## config.mk

```make
export PLATFORM = sky130hd
export DESIGN_NAME = fixed_to_fp
export DESIGN_NICKNAME = d
export VERILOG_FILES = /design/src/rtl/fixed_to_fp.sv
export SDC_FILE = /design/constraint.sdc
export NUM_CORES = 1
export LEC_CHECK = 0
export CAP_MARGIN = 20
export CORE_MARGIN = 2
export CORE_UTILIZATION = 50
export DETAILED_ROUTE_END_ITERATION = 12
export PLACE_DENSITY = 0.84
export SLEW_MARGIN = 20
export SYNTH_ARGS = -nofsm -noshare
export SYNTH_HDL_FRONTEND = slang
export SYNTH_SLANG_ARGS = --single-unit
export TNS_END_PERCENT = 5
```

## constraint.sdc

```tcl
create_clock -name clk -period 4 [get_ports clk]
set_input_delay 0.4 -clock clk [delete_from_list [all_inputs] [get_ports clk]]
set_output_delay 0.4 -clock clk [all_outputs]
set_load 0.01 [all_outputs]
```

## src/rtl/fixed_to_fp.sv

```systemverilog
// fixed_to_fp: converts a sign / 1 integer bit / FRAC_W fractional bit
// fixed-point value to IEEE-754 single precision. The leading-zero
// normaliser is iterative: one shift step of 16/8/4/2/1 per cycle, then
// the result is packed and held until the downstream handshake.
module fixed_to_fp #(
  parameter int FRAC_W   = 19,
  parameter int EXP_BIAS = 127
) (
  input  logic              clk,
  input  logic              rst_n,
  input  logic              in_valid_i,
  output logic              in_ready_o,
  input  logic              sign_i,
  input  logic              integer_i,
  input  logic [FRAC_W-1:0] fractional_i,
  output logic              out_valid_o,
  input  logic              out_ready_i,
  output logic [31:0]       fp_o
);

  localparam int unsigned MW        = FRAC_W + 1;
  localparam logic [7:0]  EXP_BIAS8 = 8'(EXP_BIAS);

  typedef enum logic [2:0] {IDLE, S16, S8, S4, S2, S1, HOLD} state_t;

  state_t          state_q;
  logic [MW-1:0]   m_q;
  logic [MW-1:0]   m_d;
  logic [4:0]      k_q;
  logic [4:0]      k_d;
  logic            sign_q;
  logic            out_valid_q;
  logic [31:0]     fp_q;
  int unsigned     shift_n;
  logic [7:0]      exp_w;
  logic [22:0]     mant_w;

  // True when the top n bits of m are all zero; stages wider than m never shift.
  function automatic logic top_zero(input logic [MW-1:0] m, input int unsigned n);
    logic z;
    z = (n <= MW);
    for (int unsigned i = 0; i < MW; i++) begin
      if ((i + n >= MW) && m[i]) z = 1'b0;
    end
    return z;
  endfunction

  // One normalisation step for the current state (shift amount from state).
  always_comb begin
    shift_n = 0;
    case (state_q)
      S16:     shift_n = 16;
      S8:      shift_n = 8;
      S4:      shift_n = 4;
      S2:      shift_n = 2;
      S1:      shift_n = 1;
      default: shift_n = 0;
    endcase
    m_d = m_q;
    k_d = k_q;
    if ((shift_n != 0) && top_zero(m_q, shift_n)) begin
      m_d = m_q << shift_n;
      k_d = k_q + 5'(shift_n);
    end
  end

  // Exponent and left-aligned mantissa from the fully normalised magnitude.
  always_comb begin
    exp_w                 = EXP_BIAS8 - {3'b000, k_d};
    mant_w                = '0;
    mant_w[22 -: FRAC_W]  = m_d[FRAC_W-1:0];
  end

  // Control FSM with registered result and valid.
  always_ff @(posedge clk or negedge rst_n) begin
    if (!rst_n) begin
      state_q     <= IDLE;
      m_q         <= '0;
      k_q         <= '0;
      sign_q      <= 1'b0;
      out_valid_q <= 1'b0;
      fp_q        <= '0;
    end else begin
      case (state_q)
        IDLE: begin
          if (in_valid_i) begin
            m_q     <= {integer_i, fractional_i};
            sign_q  <= sign_i;
            k_q     <= '0;
            state_q <= S16;
          end
        end
        S16: begin m_q <= m_d; k_q <= k_d; state_q <= S8; end
        S8:  begin m_q <= m_d; k_q <= k_d; state_q <= S4; end
        S4:  begin m_q <= m_d; k_q <= k_d; state_q <= S2; end
        S2:  begin m_q <= m_d; k_q <= k_d; state_q <= S1; end
        S1: begin
          m_q         <= m_d;
          k_q         <= k_d;
          out_valid_q <= 1'b1;
          state_q     <= HOLD;
          if (m_d == '0) fp_q <= {sign_q, 31'b0};
          else           fp_q <= {sign_q, exp_w, mant_w};
        end
        HOLD: begin
          if (out_ready_i) begin
            out_valid_q <= 1'b0;
            state_q     <= IDLE;
          end
        end
        default: state_q <= IDLE;
      endcase
    end
  end

  assign in_ready_o  = (state_q == IDLE);
  assign out_valid_o = out_valid_q;
  assign fp_o        = fp_q;

endmodule
```

==> results by group, run 1 <==
Synthesis
  – Compound-gate portion of the synthesized area: 26.7%
  – Synth Area per Inst: 7.89 µm²
  – Simple-gate share of the synthesized area: 22.8%
  – Top post-synthesis cells by area: dfrtp_1 33%, nand2_1 6.2%, a21oi_1 5.7%
  – Mux share of post-synthesis cell area: 3.84%
  – Yosys top cell by area: dfrtp_1
  – Main synth FF type: dfrtp_1
  – Synth cell types: 69
  – Synth top area share: 33.3%
  – EDFF count, synth: 0
  – Synth Area in XOR/XNOR: 0.625%
  – Post-Synth Adder-Cell Area: 4.34%
  – Most common cell in the netlist: nand2_1
  – Fraction of registers with async set/reset: 100%
  – Largest family of logic cells by synthesized area: compound AO/OA/AOI/OAI gates
  – Cells after Synth: 533
  – Ys Warns: 0
  – Sequential area share after synthesis: 33.3%
  – Mapped Area: 4210 µm²
  – Yosys reg bits: 56
  – Most instantiated cells after synthesis: 70 x nand2_1, 56 x dfrtp_1, 49 x nor2_1, 48 x a21oi_1, 32 x clkbuf_1

Placement
  – Place WS: 304 ps
  – HPWL after detailed placement: 9.53 mm
  – Gpl congestion: 0.957
  – Placed Cells: 663
  – Port Buffer Count: 53

Outcome
  – Status: finished, final reports clean

Detailed routing
  – # DRC: 0
  – Antenna Nets Post-Route: 0
  – Final WL: 13.3 mm
  – Initial DRC Count: 361
  – Vias: 4,264
  – DR vias/cell: 6.35
  – Drt first pass iters: 9
  – WL per Instance: 19.8 µm

Critical path
  – Crit path max-delay family: buffers and inverters
  – CP Capture Type: register
  – Worst setup SP type: register
  – WP data arrival: 3960 ps
  – Most frequent CP cell: buf_4
  – Crit-path slowest cell: or4_1
  – Critical path type: reg -> reg
  – CP required: 4190 ps
  – CP Cell Sequence: buf_4 > buf_4 > inv_1 > a311oi_1 > a21oi_1 > or4_1 > nor4_4 > buf_4 > mux2i_1 > o21ai_0
  – CP max FO: 24
  – WP buf/inv: 4
  – Critical Path Max Stage Delay: 650 ps

Finish
  – Number of antenna diodes: 0
  – Sequential Area: 1400 µm²
  – Final net count: 604
  – Non-Filler Instances: 671
  – Fill cells: 765
  – Proportion of layout cells with a drive suffix above 1: 7.95%
  – Area of the multi-input gates: 2470 µm²
  – Area growth from synthesis to layout: 16.5%
  – Utilization after layout: 59.9%

STA
  – Fin Setup TNS: 0 ps
  – Max Slew Vio Count: 0
  – Final setup vio count: 0
  – Final Hold Fails: 0
  – Setup ws final: 226 ps
  – Fin crit share: 94.4%
  – Slew @ Worst Pin: 956 ps
  – RSZ-0062 raised after global routing: no
  – Tmin final: 3770 ps
  – Max Clock Freq: 265 MHz
  – Max_slew headroom: 36.2%
  – Clk_skew: 12.8 ps

Floorplanning
  – Starting Density: 51.4%
  – Core area: 8180 µm²
  – Die height: 95.7 µm
  – Die Area: 9160 µm²
  – Die W: 95.7 µm
  – Rows: 33
  – Ports: 59

CTS
  – Post-CTS Setup Bufs: 0
  – Htree depth: 2
  – Clock Sinks: 56
  – CTS tree: done
  – Clock root buffer: clkbuf_8
  – Longest Clk Path Bufs: 2
  – Cts bufs inserted: 5
  – Post-cts sizing count: 0
  – Clk_lat worst skew: 320 ps
  – CTS Hold Bufs: 0
  – Clk pin slew, worst setup/hold paths: 120 ps

Global route
  – GRT Total Usage: 29.8%
  – Global-route wire length before repair: 21.3 mm
  – Largest net degree at the start of global routing: 55
  – GRT Residual Overflow: 0
  – Initial antenna violation count: 0
  – Vias in the first global route: 4,107

Power
  – P_leak: 2.04 nW
  – Pwr per Cell Area: 894 nW/µm²
  – VDD IR-drop max: 451 µV

Run
  – Maxcap violations: 0

Hold path
  – Worst hold path class: in -> async
[cell type report]
class,count,share of cell area (%)
clock inverter,2,0.791
inverter,17,1.33
multi-input combinational,406,50.4
tap,105,2.68
sequential,56,28.6
timing repair buffer,79,14.7
clock buffer,6,1.48
[where the power goes]
part | switching (W) | internal, W
Sequential | 0.000380 | 0.000822
Combinational | 0.00161 | 0.00116
Clock | 0.000211 | 0.000190
[cells by family (layout without fill, tap and decap cells)]
kind of cell,count (synthesis),count (layout)
xor gates and xnor gates,3,3
adders and majority gates,14,14
AOI/OAI and AO/OA,171,171
and+or+nand+nor,197,197
muxes,16,16
other,1,5
DFF,56,56
buffers and inverters,75,104
[registers in the layout, indices dropped and copies added (netlist names)]
signal / count
out_valid_o: 1
state_q: 3
sign_q: 1
fp_o: 26
m_q: 20
k_q: 5
[layout by cell type (no fill, tap or decap), types with 6 or more instances in the layout]
| cell | instances |
|---|---|
| a211oi_1 | 10 |
| a21oi_1 | 48 |
| a22oi_1 | 8 |
| a31oi_1 | 8 |
| buf_4 | 26 |
| clkdlybuf4s50_1 | 52 |
| dfrtp_1 | 55 |
| ha_1 | 13 |
| inv_1 | 15 |
| mux2i_1 | 15 |
| nand2_1 | 70 |
| nand2b_1 | 9 |
| nand3_1 | 10 |
| nor2_1 | 49 |
| nor2b_1 | 14 |
| nor3_1 | 14 |
| o211ai_1 | 6 |
| o21ai_0 | 31 |
| o22ai_1 | 12 |
[layer usage]
layer / GRT usage, % / up-vias / part of all wire (%)
li1: - / 1961 / -
met1: 40.5 / 2045 / 43
met2: 48.8 / 215 / 47
met3: 4.31 / 43 / 7.1
met4: 10.2 / 0 / 3.0
met5: 0 / - / 0
[path summary, 6_finish.rpt]
path | start | endpoint | slack (ps) | cells after the start
worst max-delay path | state_q[1]$_DFFE_PN0P_ | fp_o[14]$_DFFE_PN0N_ | 230 | 10
worst min-delay path | rst_n | fp_o[17]$_DFFE_PN0N_ | 210 | 1
worst max register to register | state_q[1]$_DFFE_PN0P_ | fp_o[14]$_DFFE_PN0N_ | 230 | 10
worst min register to register | sign_q$_DFFE_PN0P_ | fp_o[31]$_DFFE_PN0N_ | 480 | 2
max in group asynchronous | rst_n | state_q[0]$_DFFE_PN0P_ | 3000 | 2
min in group clk | sign_q$_DFFE_PN0P_ | fp_o[31]$_DFFE_PN0N_ | 480 | 2
[through the flow]
step / hold WS (ps) / total power, W / cell area (µm²)
after floorplan: 104 / 0.00297 / 4220
after global placement: 448 / 0.00389 / 4790
after detailed placement: 453 / 0.00394 / 4790
after CTS: 250 / 0.00434 / 4900
after global routing: 295 / 0.00472 / 4900
final: 211 / 0.00438 / 4900
(Power assumes the default switching activity.)
==> inputs of run 2 (changes only) <==
- CAP_MARGIN: 20 -> unset
- PLACE_DENSITY: 0.84 -> 0.8
- SKIP_CTS_REPAIR_TIMING: unset -> 1
==> run 2 against run 1 <==
Net effect:
- sequential share of layout area increased by 0.10 points
- sequential cell count is the same
- largest cell class unchanged
- register-to-register slack got worse by 20 ps
- fmax fell by 0.41%
- non-clock buffer count fell by 4
- core utilization down 0.21 points
- design area down 0.36%
==> results by group, run 2 (synthesis results as in run 1) <==
Finish
  – Fill cells: 743 (-2.9%)
  – Sequential Area: 1400 µm² (unchanged)
  – Utilization after layout: 59.7% (-0.21 points)
  – Design area: 4880 µm² (-0.36%)
  – Max reg flops: 26 (unchanged)
  – Final net count: 600 (-0.66%)
  – Proportion of layout cells with a drive suffix above 1: 7.30% (-0.66 points)
  – Commonest non-fill, non-tap cell in the layout: nand2_1
  – Most frequent cells in the layout: 70 x nand2_1, 55 x dfrtp_1, 52 x clkdlybuf4s50_1, 49 x nor2_1, 48 x a21oi_1
  – Area growth from synthesis to layout: 16.1%
  – Number of antenna diodes: 0 (unchanged)
  – Area of the multi-input gates: 2470 µm² (unchanged)

Floorplanning
  – Core area: 8180 µm² (unchanged)
  – Rows: 33 (unchanged)
  – Starting Density: 51.4% (unchanged)
  – Die W: 95.7 µm (unchanged)
  – Die Area: 9160 µm² (unchanged)
  – Ports: 59 (unchanged)
  – Die height: 95.7 µm (unchanged)

STA
  – Max Clock Freq: 264 MHz (-0.41%)
  – Final Hold Fails: 0 (unchanged)
  – Slew @ Worst Pin: 968 ps (+11.7 ps)
  – Fin crit share: 94.7% (+0.39 points)
  – Final hold slack: 225 ps (+13.4 ps)
  – Max Slew Vio Count: 0 (unchanged)
  – Clk_skew: 16.7 ps (+3.83 ps)
  – Max_slew headroom: 35.5% (-0.78 points)
  – Tmin final: 3790 ps (+15.6 ps)
  – Final setup vio count: 0 (unchanged)
  – RSZ-0062 raised after global routing: no
  – Fin Setup TNS: 0 ps (unchanged)

Global route
  – Global-route wire length before repair: 21.3 mm (+0.45%)
  – Largest net degree at the start of global routing: 44 (-20%)
  – GRT Total Usage: 30.5% (+0.62 points)
  – Initial antenna violation count: 0 (unchanged)
  – GRT Residual Overflow: 0 (unchanged)
  – Vias in the first global route: 4,096 (-0.27%)

Run
  – Maxcap violations: 0 (unchanged)

Detailed routing
  – Antenna Nets Post-Route: 0 (unchanged)
  – Drt first pass iters: 8 (-1)
  – Initial DRC Count: 287 (-20%)
  – WL per Instance: 20.0 µm (+0.96%)
  – # DRC: 0 (unchanged)
  – DR vias/cell: 6.33 (-0.46%)
  – Vias: 4,219 (-1.1%)
  – Final WL: 13.3 mm (+0.36%)

CTS
  – Clk_lat worst skew: 320 ps (about the same)
  – CTS tree: done
  – Longest Clk Path Bufs: 2 (unchanged)
  – Clock root buffer: clkbuf_8
  – Clk pin slew, worst setup/hold paths: 120 ps (about the same)
  – Clock Sinks: 56 (unchanged)
  – Cts bufs inserted: 5 (unchanged)
  – Htree depth: 2 (unchanged)

Power
  – VDD IR-drop max: 678 µV (+50%)
  – P_leak: 2.03 nW (-0.93%)
  – Total power: 0.00435 W (-0.80%)
  – Pwr per Cell Area: 890 nW/µm² (-0.45%)

Placement
  – Port Buffer Count: 53 (unchanged)
  – Dpl cell area: 4770 µm² (-0.37%)
  – Gpl congestion: 0.971 (+1.5%)
  – HPWL after detailed placement: 9.60 mm (+0.74%)

Critical path
  – Worst setup SP type: register
  – Critical path type: reg -> reg
  – CP max FO: 22 (-8.3%)
  – CP required: 4190 ps (about the same)
  – WP data arrival: 3980 ps (+20 ps)
  – CP Capture Type: register

Outcome
  – Status: finished, final reports clean

Hold path
  – Worst hold path class: in -> async
-- run 2: cell types whose count changed in the layout (fill, tap and decap cells not counted) --
cell | previous run | this run
buf_12 | 0 | 1
buf_4 | 26 | 21
-- run 2: worst paths after layout --
| check | slack [ps] | end | cells past startpoint | startpoint |
|---|---|---|---|---|
| max in group asynchronous | 2990 | state_q[0]$_DFFE_PN0P_ | 2 | rst_n |
| min in group clk | 490 | fp_o[7]$_DFFE_PN0N_ | 2 | fp_o[7]$_DFFE_PN0N_ |
| hold / removal | 220 | m_q[2]$_DFFE_PN0P_ | 1 | rst_n |
| setup reg to reg | 210 | fp_o[6]$_DFFE_PN0N_ | 13 | state_q[2]$_DFFE_PN0P_ |
| setup / recovery | 210 | fp_o[6]$_DFFE_PN0N_ | 13 | state_q[2]$_DFFE_PN0P_ |
| hold reg to reg | 490 | fp_o[7]$_DFFE_PN0N_ | 2 | fp_o[7]$_DFFE_PN0N_ |
-- run 2: cell type report --
type,instances,share of cell area (%)
clock buffers,6,1.49
clock inverters,2,0.794
inverters,17,1.33
multi-input cells,406,50.6
flip-flops and latches,56,28.7
well taps,105,2.69
repair buffers,75,14.4
-- run 2: worst max-delay path, stage by stage (launching register included) --
cell and delay (ps):
dfrtp_1 410, buf_4 170, and2b_1 280, inv_1 80, nor2_1 250, inv_1 80, ha_1 280, nor2_1 130
mux2i_1 80, a32o_1 230, or4_1 560, or4_4 750, a211oi_2 280, o31ai_1 90
-- run 2: per-stage QoR --
step / cells / setup slack [ps]
after floorplan: 537 / 75.8
after global placement: 659 / 264
after detailed placement: 659 / 238
after CTS: 667 / 206
after global routing: 667 / 5.54
final: 667 / 210
-- run 2: report_power, final --
group          leakage (nW)  internal (W)  switching, W
Sequential            0.671      0.000823      0.000363
Combinational          1.30       0.00114       0.00162
Clock                0.0558      0.000190      0.000207
Total                  2.03       0.00215       0.00219
-- run 2: layer usage --
| metal | track usage [%] | vias up | share of wire, % |
|---|---|---|---|
| met2 | 51.7 | 207 | 50 |
| met5 | 0 | - | 0 |
| li1 | - | 1955 | - |
| met1 | 39.8 | 2030 | 42 |
| met4 | 11.0 | 0 | 2.0 |
| met3 | 3.99 | 27 | 6.2 |
==> inputs of run 3 (changes only) <==
- CORE_UTILIZATION: 50 -> 52
- CTS_BUF_LIST: unset -> sky130_fd_sc_hd__clkbuf_2
- PLACE_DENSITY: 0.8 -> 0.83
==> run 3 against run 2 <==
Net effect:
- clock power down 25%
- die area shrank 3.7%
- sequential power about the same
- non-clock buffer count shrank 1
- clock-buffer cell count shrank 1
- first-iteration DRC count up 32%
- sequential cell count unchanged
- critical path type unchanged
==> results by group, run 3 (synthesis results as in run 1) <==
Outcome
  – Status: finished, final reports clean

Finish
  – Proportion of layout cells with a drive suffix above 1: 7.13% (-0.17 points)
  – Non-Filler Instances: 663 (-0.60%)
  – Max reg flops: 26 (unchanged)
  – Number of antenna diodes: 0 (unchanged)
  – Area growth from synthesis to layout: 14.9%
  – Most frequent cells in the layout: 70 x nand2_1, 54 x dfrtp_1, 52 x clkdlybuf4s50_1, 49 x nor2_1, 48 x a21oi_1
  – Fill cells: 716 (-3.6%)
  – Commonest non-fill, non-tap cell in the layout: nand2_1
  – Final net count: 599 (-0.17%)

Power
  – Pwr per Cell Area: 871 nW/µm² (-2.2%)
  – P_leak: 2.01 nW (-0.98%)
  – VDD IR-drop max: 523 µV (-23%)
  – Total power: 0.00421 W (-3.2%)

CTS
  – Cts bufs inserted: 5 (unchanged)
  – Clk pin slew, worst setup/hold paths: 290 ps (+170 ps)
  – CTS tree: done
  – Clk_lat worst skew: 450 ps (+130 ps)
  – Clock root buffer: clkbuf_2
  – Longest Clk Path Bufs: 2 (unchanged)
  – Clock Sinks: 56 (unchanged)
  – Htree depth: 2 (unchanged)

Critical path
  – CP Capture Type: register
  – R2R cell count: 10 (-3)
  – Worst setup SP type: register
  – CP max FO: 22 (unchanged)
  – Crit path max-delay family: simple AND/OR/NAND/NOR gates
  – Crit-path slowest cell: or4_4
  – CP Cell Sequence: and3b_1 > inv_1 > ha_1 > or3b_1 > a22oi_1 > o21bai_1 > or4_1 > or4_4 > a211oi_2 > o31ai_1
  – WP data arrival: 4130 ps (+150 ps)
  – Reg2reg setup slack: 230 ps (+20 ps)
  – CP required: 4370 ps (+180 ps)
  – Critical path type: reg -> reg
  – Critical Path Max Stage Delay: 760 ps (about the same)
  – WP buf/inv: 1 (-2)
  – Worst r2r dst: fp_o[6]$_DFFE_PN0N_
  – Critical R2R Launch: state_q[2]$_DFFE_PN0P_

Placement
  – Gpl congestion: 0.978 (+0.64%)
  – Placed Cells: 654 (-0.76%)
  – HPWL after detailed placement: 9.37 mm (-2.4%)
  – Port Buffer Count: 53 (unchanged)

Global route
  – GRT met3 Usage: 3.93% (-0.061 points)
  – Gr busiest metal: met2
  – Met2 Resource Use GR: 51.0% (-0.80 points)
  – Grt met1 use: 41.2% (+1.4 points)
  – GRT Residual Overflow: 0 (unchanged)
  – Global-route wire length before repair: 21.4 mm (about the same)
  – Largest net degree at the start of global routing: 64 (+45%)
  – Vias in the first global route: 4,103 (+0.17%)
  – GRT Total Usage: 30.7% (+0.28 points)
  – Initial antenna violation count: 0 (unchanged)

Floorplanning
  – Die Area: 8820 µm² (-3.7%)
  – Die height: 93.9 µm (-1.9%)
  – Core area: 7770 µm² (-5.0%)
  – Starting Density: 54.1% (+2.7 points)
  – Rows: 32 (-3.0%)
  – Die W: 93.9 µm (-1.9%)
  – Ports: 59 (unchanged)

Detailed routing
  – Initial DRC Count: 379 (+32%)
  – DR vias/cell: 6.40 (+1.2%)
  – Vias: 4,245 (+0.62%)
  – Final WL: 13.2 mm (-0.65%)
  – # DRC: 0 (unchanged)
  – Antenna Nets Post-Route: 0 (unchanged)
  – WL per Instance: 20.0 µm (about the same)
  – Drt first pass iters: 6 (-2)

STA
  – Max_slew headroom: 49.6% (+14 points)
  – Clk_skew: 10.9 ps (-5.80 ps)
  – Fin Setup TNS: 0 ps (unchanged)
  – Final setup vio count: 0 (unchanged)
  – Tmin final: 3770 ps (-20.8 ps)
  – Fin crit share: 94.2% (-0.52 points)
  – RSZ-0062 raised after global routing: no
  – Slew @ Worst Pin: 755 ps (-213 ps)
  – Final Hold Fails: 0 (unchanged)
  – Max Slew Vio Count: 0 (unchanged)
  – Max Clock Freq: 265 MHz (+0.55%)

Run
  – Maxcap violations: 0 (unchanged)

Hold path
  – Worst hold path class: in -> async
==> run 3: layer usage <==
metal  routed length (µm)  up-vias
li1                     -     1947
met1                 5510     2039
met2                 6500      224
met3                  892       35
met4                  342        0
met5                    0        -
==> run 3: worst max-delay path by stage <==
stage                            from                   end  slack [ps]  cells after the start
2_1_floorplan  state_q[0]$_DFFE_PN0P_  fp_o[23]$_DFFE_PN0N_          80                     16
3_3_place_gp   state_q[2]$_DFFE_PN0P_   fp_o[6]$_DFFE_PN0N_         340                     12
3_5_place_dp   state_q[2]$_DFFE_PN0P_   fp_o[6]$_DFFE_PN0N_         280                     10
4_1_cts        state_q[2]$_DFFE_PN0P_   fp_o[6]$_DFFE_PN0N_         250                     10
5_1_grt        state_q[0]$_DFFE_PN0P_  fp_o[14]$_DFFE_PN0N_          20                     12
6_report       state_q[2]$_DFFE_PN0P_   fp_o[6]$_DFFE_PN0N_         230                     10
==> run 3: area by class of cell <==
class / count / area, µm² / share of cell area (%)
clock buffer: 5 / 25.0 / 0.518
timing repair buffer: 74 / 698 / 14.4
tap: 102 / 128 / 2.64
multi-input combinational: 406 / 2470 / 51.1
inverter: 17 / 65.1 / 1.35
clock inverter: 3 / 42.5 / 0.880
sequential: 56 / 1400 / 29.1
==> run 3: power breakdown <==
part / switching, W / internal [W] / total (W) / leakage [nW]
combinational: 0.00160 / 0.00112 / 0.00271 / 1.30
clock: 0.000192 / 0.000105 / 0.000297 / 0.0406
sequential: 0.000376 / 0.000821 / 0.00120 / 0.670
==> run 3: stage by stage <==
stage,hold slack [ps],util [%],setup WS [ps],cell area (µm²)
floorplan,104,-,75.8,4220
global placement,332,61.2,344,4750
detailed placement,338,61.2,281,4750
CTS,-195,62.1,247,4820
global route,343,62.2,20.2,4830
finish,342,62.2,231,4830
